$ cat src/rtl/slowmem_cache.sv
// ============================================================================
// slowmem_cache : direct-mapped, write-through, one-word-line cache in front
// of slowmem. Optional hit/miss counters when CACHE_STATS_EN is defined.
// Revision: 1.0
// ============================================================================
`default_nettype none

module slowmem_cache #(
  parameter int ADDR_W = 16,
  parameter int DATA_W = 16,
  parameter int IDX_W  = 3
) (
  input  logic              clk,
  input  logic              reset,
  input  logic              req,
  input  logic              rnotw,
  input  logic [ADDR_W-1:0] addr,
  input  logic [DATA_W-1:0] wdata,
  input  logic              flush,
  output logic [DATA_W-1:0] rdata,
  output logic              ready,
  output logic              hit,
  output logic [ADDR_W-1:0] mem_addr,
  output logic [DATA_W-1:0] mem_wdata,
  output logic              mem_rnotw,
  output logic              mem_strobe,
  input  logic [DATA_W-1:0] mem_rdata,
`ifdef CACHE_STATS_EN
  output logic [15:0]       hits,
  output logic [15:0]       misses,
`endif
  input  logic              mem_mfc
);

  localparam int LINES = 2 ** IDX_W;
  localparam int TAG_W = ADDR_W - IDX_W;

  typedef enum logic [1:0] {
    S_IDLE    = 2'd0,
    S_RD_REQ  = 2'd1,
    S_RD_WAIT = 2'd2,
    S_WR      = 2'd3
  } state_t;

  state_t              r_state;
  logic [LINES-1:0]    r_valid;
  logic                r_flush_pend;
  logic [TAG_W-1:0]    r_tag_mem  [LINES];
  logic [DATA_W-1:0]   r_data_mem [LINES];
  logic [DATA_W-1:0]   r_rdata;
  logic                r_ready;
  logic                r_hit;
  logic [ADDR_W-1:0]   r_mem_addr;
  logic [DATA_W-1:0]   r_mem_wdata;
  logic                r_mem_rnotw;
  logic                r_mem_strobe;

  logic [IDX_W-1:0]    w_idx;
  logic [TAG_W-1:0]    w_tag;
  logic [IDX_W-1:0]    w_fill_idx;
  logic [TAG_W-1:0]    w_fill_tag;
  logic                w_lookup_hit;

  assign w_idx      = addr[IDX_W-1:0];
  assign w_tag      = addr[ADDR_W-1:IDX_W];
  // The miss address is held in mem_addr for the whole fill.
  assign w_fill_idx = r_mem_addr[IDX_W-1:0];
  assign w_fill_tag = r_mem_addr[ADDR_W-1:IDX_W];
  // A flush in the lookup cycle wins: the request sees an empty cache.
  assign w_lookup_hit = r_valid[w_idx] && (r_tag_mem[w_idx] == w_tag) && !flush;

  always_ff @(posedge clk) begin
    if (r_state == S_IDLE && req && !rnotw && w_lookup_hit) begin
      r_data_mem[w_idx] <= wdata;
    end else if (r_state == S_RD_WAIT && mem_mfc) begin
      r_data_mem[w_fill_idx] <= mem_rdata;
      r_tag_mem[w_fill_idx]  <= w_fill_tag;
    end
  end

  always_ff @(posedge clk or negedge reset) begin
    if (!reset) begin
      r_state      <= S_IDLE;
      r_valid      <= '0;
      r_flush_pend <= 1'b0;
      r_rdata      <= '0;
      r_ready      <= 1'b0;
      r_hit        <= 1'b0;
      r_mem_addr   <= '0;
      r_mem_wdata  <= '0;
      r_mem_rnotw  <= 1'b0;
      r_mem_strobe <= 1'b0;
    end else begin
      r_ready      <= 1'b0;
      r_hit        <= 1'b0;
      r_mem_strobe <= 1'b0;
      case (r_state)
        S_IDLE: begin
          if (flush) r_valid <= '0;
          if (req) begin
            if (!rnotw) begin
              r_state      <= S_WR;
              r_mem_strobe <= 1'b1;
              r_mem_rnotw  <= 1'b0;
              r_mem_addr   <= addr;
              r_mem_wdata  <= wdata;
              r_ready      <= 1'b1;
              r_hit        <= w_lookup_hit;
            end else if (w_lookup_hit) begin
              r_ready <= 1'b1;
              r_hit   <= 1'b1;
              r_rdata <= r_data_mem[w_idx];
            end else begin
              r_state      <= S_RD_REQ;
              r_mem_strobe <= 1'b1;
              r_mem_rnotw  <= 1'b1;
              r_mem_addr   <= addr;
            end
          end
        end
        S_RD_REQ: begin
          if (flush) r_flush_pend <= 1'b1;
          r_state <= S_RD_WAIT;
        end
        S_RD_WAIT: begin
          if (flush) r_flush_pend <= 1'b1;
          if (mem_mfc) begin
            r_rdata      <= mem_rdata;
            r_ready      <= 1'b1;
            r_state      <= S_IDLE;
            r_flush_pend <= 1'b0;
            // A pending flush also kills the line being filled right now.
            if (flush || r_flush_pend) r_valid <= '0;
            else                       r_valid[w_fill_idx] <= 1'b1;
          end
        end
        S_WR: begin
          r_state      <= S_IDLE;
          r_flush_pend <= 1'b0;
          if (flush || r_flush_pend) r_valid <= '0;
        end
        default: r_state <= S_IDLE;
      endcase
    end
  end

  assign rdata      = r_rdata;
  assign ready      = r_ready;
  assign hit        = r_hit;
  assign mem_addr   = r_mem_addr;
  assign mem_wdata  = r_mem_wdata;
  assign mem_rnotw  = r_mem_rnotw;
  assign mem_strobe = r_mem_strobe;

`ifdef CACHE_STATS_EN
  logic [15:0] r_hits;
  logic [15:0] r_misses;

  always_ff @(posedge clk or negedge reset) begin
    if (!reset) begin
      r_hits   <= '0;
      r_misses <= '0;
    end else if (r_ready) begin
      if (r_hit && r_hits != 16'hffff)          r_hits   <= r_hits + 16'd1;
      else if (!r_hit && r_misses != 16'hffff)  r_misses <= r_misses + 16'd1;
    end
  end

  assign hits   = r_hits;
  assign misses = r_misses;
`endif

endmodule

`default_nettype wire
$ cat config.mk
export PLATFORM = sky130hd
export DESIGN_NAME = slowmem_cache
export DESIGN_NICKNAME = d
export VERILOG_FILES = /design/src/rtl/slowmem_cache.sv
export SDC_FILE = /design/constraint.sdc
export NUM_CORES = 1
export LEC_CHECK = 0
export BUFFER_PORTS_ARGS = -buffer_cell sky130_fd_sc_hd__buf_2
export CORE_ASPECT_RATIO = 1.2
export CORE_UTILIZATION = 64
export DETAILED_ROUTE_END_ITERATION = 16
export PLACE_DENSITY = 0.82
export SLEW_MARGIN = 30
export SYNTH_ARGS = -nofsm -noshare
export SYNTH_HDL_FRONTEND = slang
export SYNTH_SLANG_ARGS = --single-unit
export TNS_END_PERCENT = 10
$ cat constraint.sdc
create_clock -name clk -period 8.7 [get_ports clk]
set_input_delay 1.74 -clock clk [delete_from_list [all_inputs] [get_ports clk]]
set_output_delay 1.74 -clock clk [all_outputs]
set_load 0.02 [all_outputs]
After elaboration in Yosys (flattened, before gate mapping)
Memories as Yosys holds them, arrays and structs flattened. Cells that the tools add are included.

Word-level logic and storage cells: 95. Register bits: 63. Memory bits (writable): 232. Input port bits: 54. Memories: 2.

Memory list: r_data_mem (words 8, width 16, rd ports 1, clocked after Yosys merged registers in 0, write ports 1, line 49) `logic [DATA_W-1:0] r_data_mem [LINES];`; r_tag_mem (words 8, width 13, rd ports 1, clocked after Yosys merged registers in 0, write ports 1, line 48) `logic [TAG_W-1:0] r_tag_mem [LINES];`.

Equal/unequal tests: 12. Reductions and logical operators: 20. Multiplexer cells: 46. Bitwise logic cells: 2. Magnitude comparators: 3.

Operator list (count): $mux 16 (7); $mux 8 (4); $pmux 16 s2 (1); $pmux 8 s3 (1); $mux 1 (23); $reduce_or 16->1 (1); $ne 2x2->1 const B (7); $eq 13x13->1 (1); $reduce_and 3->1 (3); $lt 3x4->1 const B (2); $mux 2 (4); $or 8x8->8 (1); $pmux 2 s4 (1); $logic_and 1x1->1 (7); $reduce_bool 3->1 (2); $reduce_and 5->1 (1); $eq 2x2->1 const B (2); $reduce_and 4->1 (1); $bmux 1 s3 (1); $demux 1 s3 (1); $ge 3x1->1 const B (1); $mux 3 (1); $ne 3x3->1 const B (1); $pmux 1 s3 (1); other kinds (7) (8).

Logic depth before layout (Yosys ltp)
Gate-level depths: netlist of the first run.

Depth in word-level cells: 9. Mapped depth: 12.

Worst setup path before layout of the first run
No wires, ideal clock.

Path type: input to register. Start: input addr[0]. End: memory r_data_mem[4][0], enable pin. Stages on the path: 11. Library setup time: 0.395 ns. Data arrival time: 4.328 ns. Buffers on the path: 4. Setup slack: 3.977 ns. Path through: buf_6 > buf_6 > buf_6 > mux2_2 > o22ai_1 > nor3_1 > nor3_2 > and3_1 > buf_4 > a41oi_1 > o22ai_1.

Word-level cells in the longest chain between the ends: 9. Elaborated cells on any way between the ends: 14. Those cells by class: eq/ne (1); mux (8); reduce/logical (4); memory (1).

RTL lines: from (decl) (line 17) `input logic [ADDR_W-1:0] addr,`; $mem_v2 8x13 / $bmux 1 s3 (equally long branches); $eq 13x13->1 / $mux 1 (equally long branches) (line 70) `assign w_lookup_hit = r_valid[w_idx] && (r_tag_mem[w_idx] == w_tag) && !flush;`; $logic_and 1x1->1 (2 in series) (line 70); $logic_and 1x1->1 (line 73) `if (r_state == S_IDLE && req && !rnotw && w_lookup_hit) begin`; $mux 1 (line 73); $mux 1 (not written as such) (line 76) `r_data_mem[w_fill_idx] <= mem_rdata;`; $reduce_or 16->1 (no source line); $mux 3 (no source line) / $mux 1 (equally long branches); to (decl) (line 49).

Parallel ways exist; a longest one is shown, timed or not. The select of a mux whose other input is x is not followed.

Final worst setup path of the first run
Start: input addr[0]. End: memory r_tag_mem[5][0] in the netlist's numbering, enable pin.

Word-level cells in the longest chain between the ends: 7. Elaborated cells on any way between the ends: 9. Those cells by class: eq/ne (1); mux (4); reduce/logical (3); memory (1).

RTL lines: $mem_v2 8x13 / $bmux 1 s3 (equally long branches); $eq 13x13->1 / $mux 1 (equally long branches) (line 70); $logic_and 1x1->1 (*) (2 in series) (line 70); $logic_and 1x1->1 (*) (line 73); $mux 1 (*) (line 73); $mux 1 (not written as such) (*) (line 77) `r_tag_mem[w_fill_idx] <= w_fill_tag;`; to (decl) (line 48).

Every way passes the cells marked *; elsewhere a longest branch is shown, timed or not. The select of a mux whose other input is x is not followed.

==> flow_summary.yaml, run 1 <==
timing:
  finalHoldViolCount: 0
  fmaxAchievable_mhz: 182.2
  rsz0062_at_grt: "false"
  worst_clock_skew_ns: 0.01203
  slew_headroom_pct: 37.60
  finalCritPeriodShare_pct: 63.10
  finalSetupTns_ns: 0
  worst_pin_slew_ns: 0.9340
  setup_viol: 0
  whs_ns: 0.4869
  min_period_ns: 5.490
  drv_slew: 0
final_layout:
  drive_gt1_share_pct: 27.96
  final_common_cell: "edfxtp_1"
  nets: 944
  area_growth_pct: 13.24
  post-route-util_pct: 74.38
  diodes: 0
  final_cell_area_mm2: 0.01413
  layout_common_cells: "232 x edfxtp_1, 103 x buf_2, 72 x nand2_1"
  filler_cell_count: 1141
placement:
  io_buffers: 105
  placed_area_mm2: 0.01318
  routabilityCongestion: 0.9012
  dp_hpwl_mm: 17.66
die:
  coreArea_mm2: 0.01899
  ios: 106
  num_rows: 55
  initial_core_util_pct: 65.69
  die_w_um: 129.5
  dieArea_mm2: 0.02006
  die_h_um: 154.9
drt:
  ant_nets: 0
  first_pass_iters: 7
  wl_mm: 28.73
  vias: 7565
  drc: 0
  drt-initial-drc-count: 776
  wl_per_cell_um: 24.60
  avgViaCountPerCell: 6.477
flow_run:
  drv_cap: 0
critical_path:
  cp.required_ns: 8.86
  cp-start-kind: "primary input"
  crit_type: "in2reg"
  end_kind: "flop"
  worstPathArrival_ns: 5.65
  cp_max_fo: 51
clock_tree:
  cts_buffer_depth: 3
  postCtsSetupRepairBufs: 0
  postCtsResizedCells: 0
  cts.sinks: 295
  cts_root_buffer: "clkbuf_16"
  insertion_delay_ns: 0.53
  cts_buffers: 28
  cts-htree-levels: 1
  cts.clk_slew.worst_paths_ns: 0.06
  cts_tree: "done"
  cts_hold_buf: 0
pwr:
  power_leakage_nw: 5.330
  ir_drop_v: 0.0002186
  power_per_cell_area_mw_per_mm2: 303.4
synth:
  ys_ff_latch: 295
  synth_cell_types: 49
  synth_seq_area_share_pct: 68.48
  yosys_warnings: 0
  synth_area_per_cell_um2: 15.97
  syn_area_mm2: 0.01248
  netlist_instances: 781
  syn_nets: 835
min_path:
  hold_class: "reg2reg"
global_routing:
  grt_max_degree: 64
  grt_pass1_vias: 7961
  grt-ovfl-total: 0
  grt_pass1_wl_mm: 44.32
  gr-usage-all-layers_pct: 29.89
  antenna_found_initial: 0
outcome:
  status: "finished clean"
-- cell type report --
class                      count  area [um^2]  share of cell area (%)
clock buffer                  37        765.7                   5.420
clock inverter                15        160.2                   1.134
tap                          256        320.3                   2.267
sequential                   295         8543                   60.47
multi-input combinational    423         3588                   25.40
timing repair buffer         123        678.2                   4.800
inverter                      19        71.32                  0.5048
-- path summary, 6_finish.rpt --
path / from / to / slack (ns) / cells after the start
worst max register to register: r_tag_mem[1][12]$_DFFE_PP_ / r_tag_mem[5][0]$_DFFE_PP_ / 5.44 / 7
min in group asynchronous: reset / rdata[15]$_DFFE_PN0P_ / 1.19 / 2
worst min-delay path: mem_rnotw$_DFFE_PN0P_ / mem_rnotw$_DFFE_PN0P_ / 0.49 / 1
max in group asynchronous: reset / r_state[0]$_DFFE_PN0P_ / 6.96 / 3
worst max-delay path: addr[0] / r_tag_mem[5][0]$_DFFE_PP_ / 3.21 / 9
worst min register to register: mem_rnotw$_DFFE_PN0P_ / mem_rnotw$_DFFE_PN0P_ / 0.49 / 1
-- registers in the layout, summed over array words and instances, names as in the netlist, 2 cells and up --
name        flops
r_valid         8
r_data_mem    128
rdata          16
mem_addr       16
r_tag_mem     104
mem_wdata      16
r_state         2
-- cell families after synthesis --
kind of cell / count (synthesis) / share of synthesized area [%]
xor gates and xnor gates: 1 / 0.07022
AOI/OAI and AO/OA: 119 / 6.930
DFF: 295 / 68.48
buffers and inverters: 63 / 2.888
muxes: 135 / 14.73
and+or+nand+nor: 168 / 6.900
-- per-stage QoR --
| stage | power (mW) | instances | setup WS (ns) |
|---|---|---|---|
| 2_1_floorplan | 2.701 | 781 | 3.977 |
| 3_3_place_gp | 3.012 | 1115 | 2.518 |
| 3_5_place_dp | 3.080 | 1115 | 2.704 |
| 4_1_cts | 4.297 | 1167 | 3.240 |
| 5_1_grt | 4.453 | 1168 | 2.930 |
| 6_report | 4.287 | 1168 | 3.210 |
-- Yosys cell counts (all sizes together) --
master	instances	area, um^2
o211ai	17	177.7
and4	1	8.760
mux4	35	792.0
nand4	3	18.77
nor4b	1	23.77
o21a	2	15.01
o22a	2	17.52
a22oi	38	285.3
and2	2	15.02
nand2	72	270.3
a21o	1	7.510
buf	23	210.2
a41oi	2	17.52
a31oi	4	40.04
nor2	23	86.33
a21oi	22	113.9
a311o	1	10.01
nand2b	20	125.1
or4	16	120.1
and3	14	88.84
mux2i	64	640.6
o22ai	10	68.81
o21ai	16	80.08
clkbuf	21	78.83
dfrtp	63	1577
mux2	36	405.4
edfxtp	232	6967
nand3	2	10.01
or2	2	12.51
inv	19	71.32
or4b	1	13.76
o21bai	3	22.52
xnor2	1	8.760
a31o	1	8.760
nor3	5	30.03
nor2b	6	37.54
-- report_power, final --
part	internal [mW]	switching [mW]
clock network	0.710	0.507
logic	0.355	0.628
registers	1.89	0.201
total	2.95	1.34
-- routing by layer --
metal	part of all wire (%)	track usage (%)	up-vias
met4	4.3	14.89	0
met3	7.7	4.092	98
met5	0	0	-
li1	-	-	3254
met2	53	51.79	452
met1	35	36.91	3761
-- critical path: stages --
cell and delay (ns):
buf_4 0.66, buf_4 0.68, mux4_1 0.63, mux2i_1 0.18
xnor2_1 0.10, a21oi_2 0.16, and3_1 0.38, a41oi_1 0.30
nor2_2 0.71
No activity file was read; power rests on OpenSTA's default activity.
==> run 2, diff against run 1 <==
- CORE_UTILIZATION: 64 -> 54
- PLACE_DENSITY: 0.82 -> 0.73
- clock period: 8.7 -> 4.8 ns (I/O delays scaled with it)
==> run 2 against run 1 <==
  * Clock power rose by 110%
  * Utilization is 10 points lower
  * Critical path type unchanged
  * Sequential cell count did not move
==> flow_summary.yaml, run 2 (same netlist as run 1, synthesis figures left out) <==
clock_tree:
  cts-htree-levels: 1
  cts_buffer_depth: 3
  cts_buffers: 29
  cts_root_buffer: "clkbuf_16"
  cts.sinks: 295
  cts_hold_buf: 0
  cts.clk_slew.worst_paths_ns: 0.06
  postCtsResizedCells: 0
  postCtsSetupRepairBufs: 0
  cts_tree: "done"
  insertion_delay_ns: 0.54
drt:
  first_pass_iters: 4
  wl_per_cell_um: 23.71
  wl_mm: 28.65
  ant_nets: 0
  vias: 7387
  drt-initial-drc-count: 516
  drc: 0
  avgViaCountPerCell: 6.115
critical_path:
  cp_slowest_cell: "buf_4"
  rr_worst_depth: 8
  r2r-start: "r_tag_mem[3][3]$_DFFE_PP_"
  worstSetupStartpoint: "addr[0]"
  crit_type: "in2reg"
  critical_path.endpoint: "r_data_mem[4][1]$_DFFE_PP_"
  timing.rr.end: "r_data_mem[4][1]$_DFFE_PP_"
  worst-r2r-setup-slack_ns: 1.88
  cp.required_ns: 5.01
  end_kind: "flop"
  path_cells: "buf_4 > mux2i_1 > a22oi_1 > and3_2 > o22ai_2 > nor4b_4 > nand4_1 > o22ai_2 > buf_4"
  worstPathArrival_ns: 4.06
  cpPeakStageDelay_ns: 0.67
  cp_max_fo: 55
  cp-start-kind: "primary input"
global_routing:
  grt_max_degree: 64
  gr-usage-all-layers_pct: 24.55
  grt_pass1_vias: 7560
  grt_pass1_wl_mm: 43.29
  antenna_found_initial: 0
  grt-ovfl-total: 0
pwr:
  power_per_cell_area_mw_per_mm2: 558.7
  ir_drop_v: 0.0003615
  p_clk_share_pct: 31.1
  power_leakage_nw: 5.500
  seqPwrFrac_pct: 47.0
  p_switching_mw: 2.441
  power_frac_comb_pct: 21.9
  p_int_mw: 5.627
  p_sw_share_pct: 30.26
timing:
  worst_clock_skew_ns: 0.01452
  min_period_ns: 3.856
  finalSetupTns_ns: 0
  slew_headroom_pct: 34.28
  setup_viol: 0
  finalCritPeriodShare_pct: 80.33
  rsz0062_at_grt: "false"
  finalHoldViolCount: 0
  whs_ns: 0.4268
  worst_pin_slew_ns: 0.9858
  drv_slew: 0
  fmaxAchievable_mhz: 259.4
final_layout:
  layout_common_cells: "232 x edfxtp_1, 103 x buf_2, 72 x nand2_1"
  largest_reg_flops: 128
  final_common_cell: "edfxtp_1"
  register_area_mm2: 0.008543
  regMostFlops: "r_data_mem"
  multi_input_area_mm2: 0.003620
  diodes: 0
  area_growth_pct: 15.75
  filler_cell_count: 1649
  nets: 961
  reg_top3: "r_data_mem x128, r_tag_mem x104"
  drive_gt1_share_pct: 29.92
die:
  coreArea_mm2: 0.02252
  initial_core_util_pct: 55.39
  die_w_um: 140.8
  die_h_um: 168.5
  num_rows: 60
  ios: 106
  dieArea_mm2: 0.02372
placement:
  io_buffers: 105
  dp_hpwl_mm: 18.02
  routabilityCongestion: 0.8171
flow_run:
  drv_cap: 0
min_path:
  hold_class: "in2async"
outcome:
  status: "finished clean"
run 2: power groups by stage:
stage,registers [mW],clock network (mW),logic (mW)
detailed placement,3.83,0,1.78
CTS,3.78,2.54,1.78
global placement,3.81,0,1.73
global route,3.84,2.63,1.91
finish,3.79,2.51,1.77
floorplan,3.98,0,0.917
run 2: worst max-delay path: cells and delay by family:
family	cells	cell delay (ns)
AO/OA/AOI/OAI	3	0.58
buffers and inverters	2	1.00
multiplexers	1	0.24
AND/OR/NAND/NOR	3	1.22
run 2: worst min path at each step:
stage | cells after the start | end | slack, ns | startpoint
6_report | 1 | mem_strobe$_DFF_PN0_ | 0.43 | reset
5_1_grt | 1 | mem_addr[11]$_DFFE_PN0P_ | 0.47 | reset
4_1_cts | 2 | r_valid[1]$_DFFE_PN0P_ | 0.50 | r_valid[1]$_DFFE_PN0P_
3_5_place_dp | 2 | r_valid[1]$_DFFE_PN0P_ | 0.48 | r_valid[1]$_DFFE_PN0P_
3_3_place_gp | 2 | r_valid[6]$_DFFE_PN0P_ | 0.47 | r_valid[6]$_DFFE_PN0P_
2_1_floorplan | 2 | r_valid[4]$_DFFE_PN0P_ | 0.46 | r_valid[4]$_DFFE_PN0P_
run 2: stage by stage:
| step | total power [mW] | setup WS (ns) | cells | utilization [%] | cell area, um^2 |
|---|---|---|---|---|---|
| 5_1_grt | 8.380 | 0.7802 | 1208 | 64.12 | 14440 |
| 4_1_cts | 8.106 | 0.9776 | 1208 | 64.10 | 14440 |
| 3_5_place_dp | 5.608 | 0.4506 | 1155 | 59.36 | 13370 |
| 3_3_place_gp | 5.536 | 0.5369 | 1155 | 59.36 | 13370 |
| 6_report | 8.068 | 0.9443 | 1208 | 64.12 | 14440 |
| 2_1_floorplan | 4.896 | 0.8566 | 781 | - | 12480 |
run 2: cell type report:
type	count	share of cell area (%)
clock buffer	36	5.485
sequential	295	59.16
timing repair buffer	139	5.467
inverter	19	0.4939
clock inverter	17	1.906
multi-input combinational	423	25.07
tap	279	2.417
run 2: metal layers:
layer	vias up	track usage [%]	part of all wire, %
li1	3286	-	-
met1	3782	31.12	39
met2	257	43.85	53
met3	62	2.687	5.0
met4	0	8.790	3.5
met5	-	0	0
==> run 3, diff against run 2 <==
- CORE_UTILIZATION: 54 -> 60
- PLACE_DENSITY: 0.73 -> 0.77
- clock period: 4.8 -> 3.9 ns (I/O delays scaled with it)
==> run 3 against run 2 <==
  * Worst setup slack got worse by 0.41 ns
  * Final area fell by 0.88%
  * Largest power group unchanged
  * Clock skew fell by 0.0042 ns
  * Sequential cell count did not move
  * Clock power rose by 8.4%
==> flow_summary.yaml, run 3 (same netlist as run 1, synthesis figures left out) <==
outcome:
  status: "finished clean"
drt:
  first_pass_iters: 5
  drt-initial-drc-count: 612
  avgViaCountPerCell: 6.344
  wl_mm: 28.87
  ant_nets: 0
  drc: 0
  vias: 7562
  wl_per_cell_um: 24.22
global_routing:
  grt_pass1_wl_mm: 44.48
  antenna_found_initial: 0
  gr-usage-met2_pct: 50.00
  use_met1_pct: 33.15
  grt_max_degree: 64
  grt-ovfl-total: 0
  gr-max-usage-layer: "met2"
  grt_pass1_vias: 7992
  grtUsageMet3_pct: 3.968
  gr-usage-all-layers_pct: 28.13
critical_path:
  timing.rr.end: "r_data_mem[5][7]$_DFFE_PP_"
  end_kind: "flop"
  rr_worst_depth: 8
  crit_type: "in2reg"
  worstPathArrival_ns: 3.58
  cp-start-kind: "primary input"
  worst-r2r-setup-slack_ns: 0.95
  r2r-start: "r_tag_mem[5][6]$_DFFE_PP_"
  cp_max_fo: 37
  cp.required_ns: 4.12
pwr:
  p_int_mw: 6.612
  power_per_cell_area_mw_per_mm2: 669.4
  power_frac_comb_pct: 22.9
  p_sw_share_pct: 30.98
  p_total_mw: 9.580
  seqPwrFrac_pct: 48.7
  p_clk_share_pct: 28.4
  p_switching_mw: 2.968
  power_leakage_nw: 5.431
  ir_drop_v: 0.0004573
clock_tree:
  cts.clk_slew.worst_paths_ns: 0.07
  cts_tree: "done"
  postCtsSetupRepairBufs: 0
  cts_buffers: 28
  cts_hold_buf: 0
  cts_root_buffer: "clkbuf_16"
  cts_buffer_depth: 3
  insertion_delay_ns: 0.55
  cts-htree-levels: 1
  postCtsResizedCells: 0
  cts.sinks: 295
placement:
  io_buffers: 105
  dp_hpwl_mm: 18.65
  routabilityCongestion: 0.8570
timing:
  setup_viol: 0
  worst_pin_slew_ns: 1.064
  min_period_ns: 3.366
  slew_headroom_pct: 29.09
  fmaxAchievable_mhz: 297.1
  finalHoldViolCount: 0
  rsz0062_at_grt: "false"
  worst_clock_skew_ns: 0.01028
  drv_slew: 0
  finalSetupTns_ns: 0
  finalCritPeriodShare_pct: 86.30
min_path:
  hold_class: "in2async"
final_layout:
  drive_gt1_share_pct: 28.69
  filler_cell_count: 1281
  layout_common_cells: "232 x edfxtp_1, 104 x buf_2, 72 x nand2_1"
  reg_top3: "r_data_mem x128, r_tag_mem x104"
  largest_reg_flops: 128
  final_common_cell: "edfxtp_1"
  area_growth_pct: 14.72
  nets: 959
  diodes: 0
  regMostFlops: "r_data_mem"
die:
  die_w_um: 133.6
  ios: 106
  num_rows: 57
  dieArea_mm2: 0.02138
  initial_core_util_pct: 61.38
  coreArea_mm2: 0.02033
  die_h_um: 160.0
flow_run:
  drv_cap: 0
run 3: layout make-up:
| type | count | area, um^2 | area share, % |
|---|---|---|---|
| Inverter | 19 | 71.32 | 0.4983 |
| Clock inverter | 15 | 170.2 | 1.189 |
| Sequential cell | 295 | 8543 | 59.69 |
| Clock buffer | 37 | 764.5 | 5.341 |
| Multi-Input combinational cell | 423 | 3577 | 24.99 |
| Tap cell | 265 | 331.6 | 2.317 |
| Timing Repair Buffer | 138 | 854.6 | 5.971 |
run 3: stage by stage:
step	util, %	setup WS [ns]	instances	area [um^2]	hold WS, ns
final	70.42	0.5344	1192	14310	0.3415
after global routing	70.42	0.4372	1192	14310	0.3871
after CTS	70.40	0.5448	1192	14310	0.4663
after detailed placement	65.80	0.08575	1140	13370	0.4825
after global placement	65.80	0.2285	1140	13370	0.4707
after floorplan	-	0.1366	781	12480	0.4573
run 3: power by group through the flow:
stage                     logic (mW)  registers (mW)  clock network (mW)
final                           2.20            4.67                2.72
after global routing            2.36            4.73                2.86
after CTS                       2.20            4.66                2.74
after detailed placement        2.18            4.71                   0
after global placement          2.11            4.65                   0
after floorplan                 1.13            4.90                   0
run 3: layer usage:
metal	share of wire (%)	routed length, um	vias up
met2	53	15180	389
met5	0	0	-
met4	5.0	1454	0
li1	-	-	3275
met1	36	10320	3798
met3	6.6	1916	100
run 3: worst max-delay path by stage:
stage / slack, ns / from / to / depth (start not counted)
2_1_floorplan: 0.14 / addr[0] / r_data_mem[4][0]$_DFFE_PP_ / 11
3_3_place_gp: 0.23 / addr[0] / r_data_mem[5][6]$_DFFE_PP_ / 10
3_5_place_dp: 0.09 / addr[0] / r_data_mem[5][5]$_DFFE_PP_ / 10
4_1_cts: 0.54 / addr[0] / r_data_mem[5][0]$_DFFE_PP_ / 10
5_1_grt: 0.44 / addr[1] / r_data_mem[5][0]$_DFFE_PP_ / 9
6_report: 0.53 / addr[0] / r_data_mem[5][7]$_DFFE_PP_ / 10
run 3: worst max-delay path: stages:
cell and delay, ns:
buf_4 0.22, buf_12 0.31, mux2i_1 0.35, a22oi_1 0.17
a21oi_1 0.22, o22ai_1 0.15, nor4b_4 0.43, a41oi_1 0.31
o22ai_1 0.27, buf_4 0.34
